File: src/rtl/riscvy_fetch_pkg.sv
// riscvy_fetch_pkg: fetch-queue entry type, RISC-V opcodes and J/B immediate decoders.
package riscvy_fetch_pkg;
    localparam int PC_W = 64;
    localparam int INST_W = 32;
    localparam int INST_BYTES = 4;
    localparam logic [6:0] OPC_BRANCH = 7'b1100011;
    localparam logic [6:0] OPC_JAL = 7'b1101111;
    typedef struct packed {
        logic [PC_W-1:0] pc;
        logic [INST_W-1:0] inst;
        logic pred_taken;
    } fetch_entry_t;
    function automatic logic [20:0] imm_j(input logic [31:0] inst);
        return {inst[31], inst[19:12], inst[20], inst[30:21], 1'b0};
    endfunction
    function automatic logic [12:0] imm_b(input logic [31:0] inst);
        return {inst[31], inst[7], inst[30:25], inst[11:8], 1'b0};
    endfunction
endpackage

File: src/rtl/fetch_fifo.sv
// fetch_fifo: circular fetch queue with push/pop/clear, occupancy count and zeroed head when empty.
module fetch_fifo
    import riscvy_fetch_pkg::*;
#(
    parameter int DEPTH = 4,
    parameter type T = fetch_entry_t
) (
    input  logic                         clk,
    input  logic                         reset,
    input  logic                         clear,
    input  logic                         push,
    input  logic                         pop,
    input  T                             wdata,
    output T                             head,
    output logic                         valid,
    output logic [$clog2(DEPTH+1)-1:0]   occupancy
);
    localparam int AW = $clog2(DEPTH);
    localparam int CW = $clog2(DEPTH + 1);
    T mem [DEPTH];
    logic [AW-1:0] wr, rd;
    always_ff @(posedge clk or negedge reset) begin
        if (!reset) begin
            wr <= '0;
            rd <= '0;
            occupancy <= '0;
        end else if (clear) begin
            wr <= '0;
            rd <= '0;
            occupancy <= '0;
        end else begin
            if (push) wr <= wr + AW'(1);
            if (pop) rd <= rd + AW'(1);
            occupancy <= occupancy + CW'(push) - CW'(pop);
        end
    end
    always_ff @(posedge clk)
        if (push && !clear) mem[wr] <= wdata;
    assign valid = occupancy != '0;
    assign head = valid ? mem[rd] : '0;
endmodule

File: src/rtl/fetch_unit.sv
// fetch_unit: PC register, next-PC logic and fetch queue feeding decode.
// FETCH_BTFN_EN enables static backward-taken/JAL-taken prediction and the dec_pred_taken output.
module fetch_unit
    import riscvy_fetch_pkg::*;
#(
    parameter int XLEN = 64,
    parameter int ILEN = 32,
    parameter int DEPTH = 4,
    parameter logic [XLEN-1:0] RESET_PC = '0
) (
    input  logic                         clk,
    input  logic                         reset,
    output logic [XLEN-1:0]              imem_addr,
    input  logic [ILEN-1:0]              imem_inst,
    input  logic                         redirect_valid,
    input  logic [XLEN-1:0]              redirect_pc,
    output logic                         dec_valid,
    input  logic                         dec_ready,
    output logic [ILEN-1:0]              dec_inst,
    output logic [XLEN-1:0]              dec_pc,
    output logic [$clog2(DEPTH+1)-1:0]   occupancy
`ifdef FETCH_BTFN_EN
    ,
    output logic                         dec_pred_taken
`endif
);
    localparam int CW = $clog2(DEPTH + 1);
    typedef struct packed {
        logic [XLEN-1:0] pc;
        logic [ILEN-1:0] inst;
        logic pred_taken;
    } entry_t;
    logic [XLEN-1:0] pc, next_pc;
    logic push, pop, pred;
    logic [1:0] unused_lsb;
    entry_t wdata, head;
    assign pop = dec_valid && dec_ready && !redirect_valid;
    assign push = !redirect_valid && (occupancy != CW'(DEPTH) || pop);
    assign imem_addr = pc;
    assign unused_lsb = redirect_pc[1:0];
`ifdef FETCH_BTFN_EN
    logic is_jal, is_br;
    logic [20:0] j_imm;
    logic [12:0] b_imm;
    assign j_imm = imm_j(imem_inst[31:0]);
    assign b_imm = imm_b(imem_inst[31:0]);
    assign is_jal = imem_inst[6:0] == OPC_JAL;
    assign is_br = imem_inst[6:0] == OPC_BRANCH && imem_inst[31];
    assign pred = is_jal || is_br;
    assign next_pc = is_jal ? pc + {{(XLEN-21){j_imm[20]}}, j_imm} :
                     is_br  ? pc + {{(XLEN-13){b_imm[12]}}, b_imm} :
                              pc + XLEN'(INST_BYTES);
    assign dec_pred_taken = head.pred_taken;
`else
    logic unused_pred;
    assign pred = 1'b0;
    assign next_pc = pc + XLEN'(INST_BYTES);
    assign unused_pred = head.pred_taken;
`endif
    always_ff @(posedge clk or negedge reset) begin
        if (!reset) pc <= RESET_PC;
        else if (redirect_valid) pc <= {redirect_pc[XLEN-1:2], 2'b00};
        else if (push) pc <= next_pc;
    end
    assign wdata = {pc, imem_inst, pred};
    fetch_fifo #(.DEPTH(DEPTH), .T(entry_t)) u_fifo (
        .clk       (clk),
        .reset     (reset),
        .clear     (redirect_valid),
        .push      (push),
        .pop       (pop),
        .wdata     (wdata),
        .head      (head),
        .valid     (dec_valid),
        .occupancy (occupancy)
    );
    assign dec_inst = head.inst;
    assign dec_pc = head.pc;
endmodule

File: config.mk
export PLATFORM = sky130hd
export DESIGN_NAME = fetch_unit
export DESIGN_NICKNAME = d
export VERILOG_FILES = /design/src/rtl/riscvy_fetch_pkg.sv /design/src/rtl/fetch_fifo.sv /design/src/rtl/fetch_unit.sv
export SDC_FILE = /design/constraint.sdc
export NUM_CORES = 1
export LEC_CHECK = 0
export BUFFER_PORTS_ARGS = -buffer_cell sky130_fd_sc_hd__buf_2
export CAP_MARGIN = 30
export CORE_MARGIN = 5
export CORE_UTILIZATION = 50
export DETAILED_ROUTE_END_ITERATION = 7
export PLACE_DENSITY = 0.71
export REMOVE_ABC_BUFFERS = 1
export SKIP_LAST_GASP = 1
export SLEW_MARGIN = 10
export SYNTH_ARGS = -nofsm -noshare
export SYNTH_HDL_FRONTEND = slang
export SYNTH_SLANG_ARGS = --single-unit
File: constraint.sdc
create_clock -name clk -period 7.3 [get_ports clk]
set_input_delay 0.365 -clock clk [delete_from_list [all_inputs] [get_ports clk]]
set_output_delay 0.365 -clock clk [all_outputs]
set_load 0.02 [all_outputs]
==> run metrics <==
Final period util 48.0%; most common cell after layout, fill and taps aside edfxtp_1; layout cells sized above 1 approximately a third; commonest cells after routing, fill and taps aside edfxtp_1, buf_2, and2_1, mux4_2, nand2_1; clock sinks ~450; crit path DAT between 3000 and 4000 ps; H-tree levels 2; CTS max path bufs 3; design area 21900 sq um; IO Pins between 200 and 300; largest net degree at the start of global routing between 70 and 80; kind of end point of the critical path primary output; min cycle time layout between 3000 and 4000 ps; Compound-Gate Fraction of Synth Area about 3.2%; max_cap viols 0; hpwl dp around 28000 um; final setup vio count 0; adder-cell area share of the yosys netlist less than 1%; Initial DRT Pass Iterations 5; #FFs+latches synth 445; critical path required time ~6900 ps; GPL Wtd Cong slightly below 0.8; worst slew pin tran ~1000 ps; Min Hold Slack around 23 ps; Non-Filler Instances approximately 1900; post-cts gate resize count 0; FF-to-FF Start u_fifo.occupancy[1]$_DFF_PN0_; Cells after Synth 1108; leakage 7.73 nW; via/cell ratio about 5.8; first-pass GRT wire length between 60000 and 70000 um; Initial Utilization 50.6%; PD cells 369 nW/um^2; setup TNS 0 ps; mean post-synth cell area ~17 sq um; total core area roughly 37000 sq um; RSZ-0062 raised after global routing false; Skew-Pair Late Insertion Delay 560 ps; Synth Cell Area 18500 sq um; max-slew violations 0; combinational family with the most area after synthesis multiplexers; Total Wirelength roughly 44000 um; asr flop ratio synth 15.5%; Synth warnings 0; number of port buffers 257; mux contribution to synthesized area around an eighth; Final nets 1489; Max Clock Freq 285 MHz; final hold vios 0; hold_sp imem_inst[20]; die area just over 40000 sq um; num rows 70; worst setup path class reg2out; Post-DP Area 20400 sq um; register area share after synthesis between 70% and 80%; post-synthesis xor/xnor area fraction 1.47%; Total Power 0.00808 W; Inst Count DP 1795; Fill cells 2766; Die Width about 200 um; relative slew slack 32.4%; post-route ant nets 0; Vias around 11000; DR iter-0 viols approximately 840; critical-path maximum fanout 40; Synth cell types 58; Worst Setup SP u_fifo.rd[0]$_DFFE_PN0P_; overall routing resource usage about a fifth; simple-gate area share of the yosys netlist between 10% and 20%; Critical Path Source Type register; WL per Instance ~23 um; initial antenna violation count 0; area grow syn2layout 18.3%; Chip Height 202 um; Post-synth EDFFs about 380; # diodes 0; TritonCTS clock tree yes; vias in the first global route roughly 11000; DRC 0; outcome completed; Main synth FF type edfxtp_1; clk slew on worst S/H paths 60 ps; CTS Root Cell clkbuf_16; CTS Buf Count between 40 and 50; Tightest Hold Check Type in2reg; postcts setup bufs 0; Worst VDD drop 226 uV; clock skew about 19 ps; grt ovf 0
-- cells in the mapped netlist, drive strengths merged (17+ instances only) --
cell type  count  area share (%)
and2         100             3.4
nand3         31            0.84
a31oi         21            0.71
nor4          21            0.94
nand2         69             1.4
nand4         26             1.0
mux4          94              11
o21ai         39             1.1
nor2          46            0.93
dfrtp         69             9.3
clkbuf        45            0.92
or3           17            0.60
xnor2         19            0.90
edfxtp       376              61
-- routing by layer --
layer | up-vias | share of wire [%] | track usage, %
met3 | 77 | 6.6 | 4.20
li1 | 4906 | - | -
met2 | 373 | 50 | 35.2
met4 | 0 | 2.9 | 6.13
met5 | - | 0 | 0
met1 | 5609 | 41 | 29.0
-- stage by stage --
stage               utilization [%]  setup WS, ps
floorplan                         -          2340
global placement               55.4          3860
detailed placement             55.9          3990
CTS                            59.8          3660
global route                   59.9          3540
finish                         59.9          3790
-- final timing paths --
kind                                               endpoint  slack, ps  cells after the start
worst max-delay path                           dec_inst[29]       3790                      4
worst min register to register  u_fifo.mem[2][94]$_DFFE_PP_        600                      0
worst max register to register  u_fifo.mem[3][14]$_DFFE_PP_       4420                      5
max in group asynchronous          u_fifo.rd[1]$_DFFE_PN0P_       6390                      3
worst min-delay path            u_fifo.mem[3][20]$_DFFE_PP_         20                      1
min in group asynchronous         imem_addr[50]$_DFFE_PN0N_        290                      2
-- area by class of cell --
cell class / instances / area (sq um) / share of cell area [%]
Multi-Input combinational cell: 594 / 5200 / 23.8
Timing Repair Buffer: 283 / 1640 / 7.51
Clock inverter: 23 / 165 / 0.755
Sequential cell: 445 / 13000 / 59.6
Inverter: 12 / 45.0 / 0.206
Clock buffer: 59 / 1200 / 5.48
Tap cell: 468 / 586 / 2.68
-- worst max-delay path: stages, from the launching register on --
cell	delay [ps]
dfrtp_4	810
buf_4	780
mux4_2	590
and2_1	190
buf_2	160
-- sequential cells by signal (all words and copies together) (netlist names) --
signal and flops:
u_fifo.rd 2, imem_addr 62, u_fifo.wr 2, u_fifo.mem 376
u_fifo.occupancy 3
-- cells by family after synthesis --
kind of cell,count (synthesis)
AOI/OAI and AO/OA,92
xor gates and xnor gates,31
adders and majority gates,8
buffers and inverters,72
DFF,445
muxes,97
other,1
and+or+nand+nor,362
-- where the power goes --
part	switching, W	internal (W)
logic	0.00145	0.00101
clock network	0.000938	0.00120
registers	0.000243	0.00324
total	0.00263	0.00545
-- what timing repair did --
item / in CTS / in global routing
hold buffers: 6 / 0
setup endpoints to repair: 0 / 0
hold endpoints to repair: 42 / 0
Note: power is estimated with default switching activity, not from simulation.
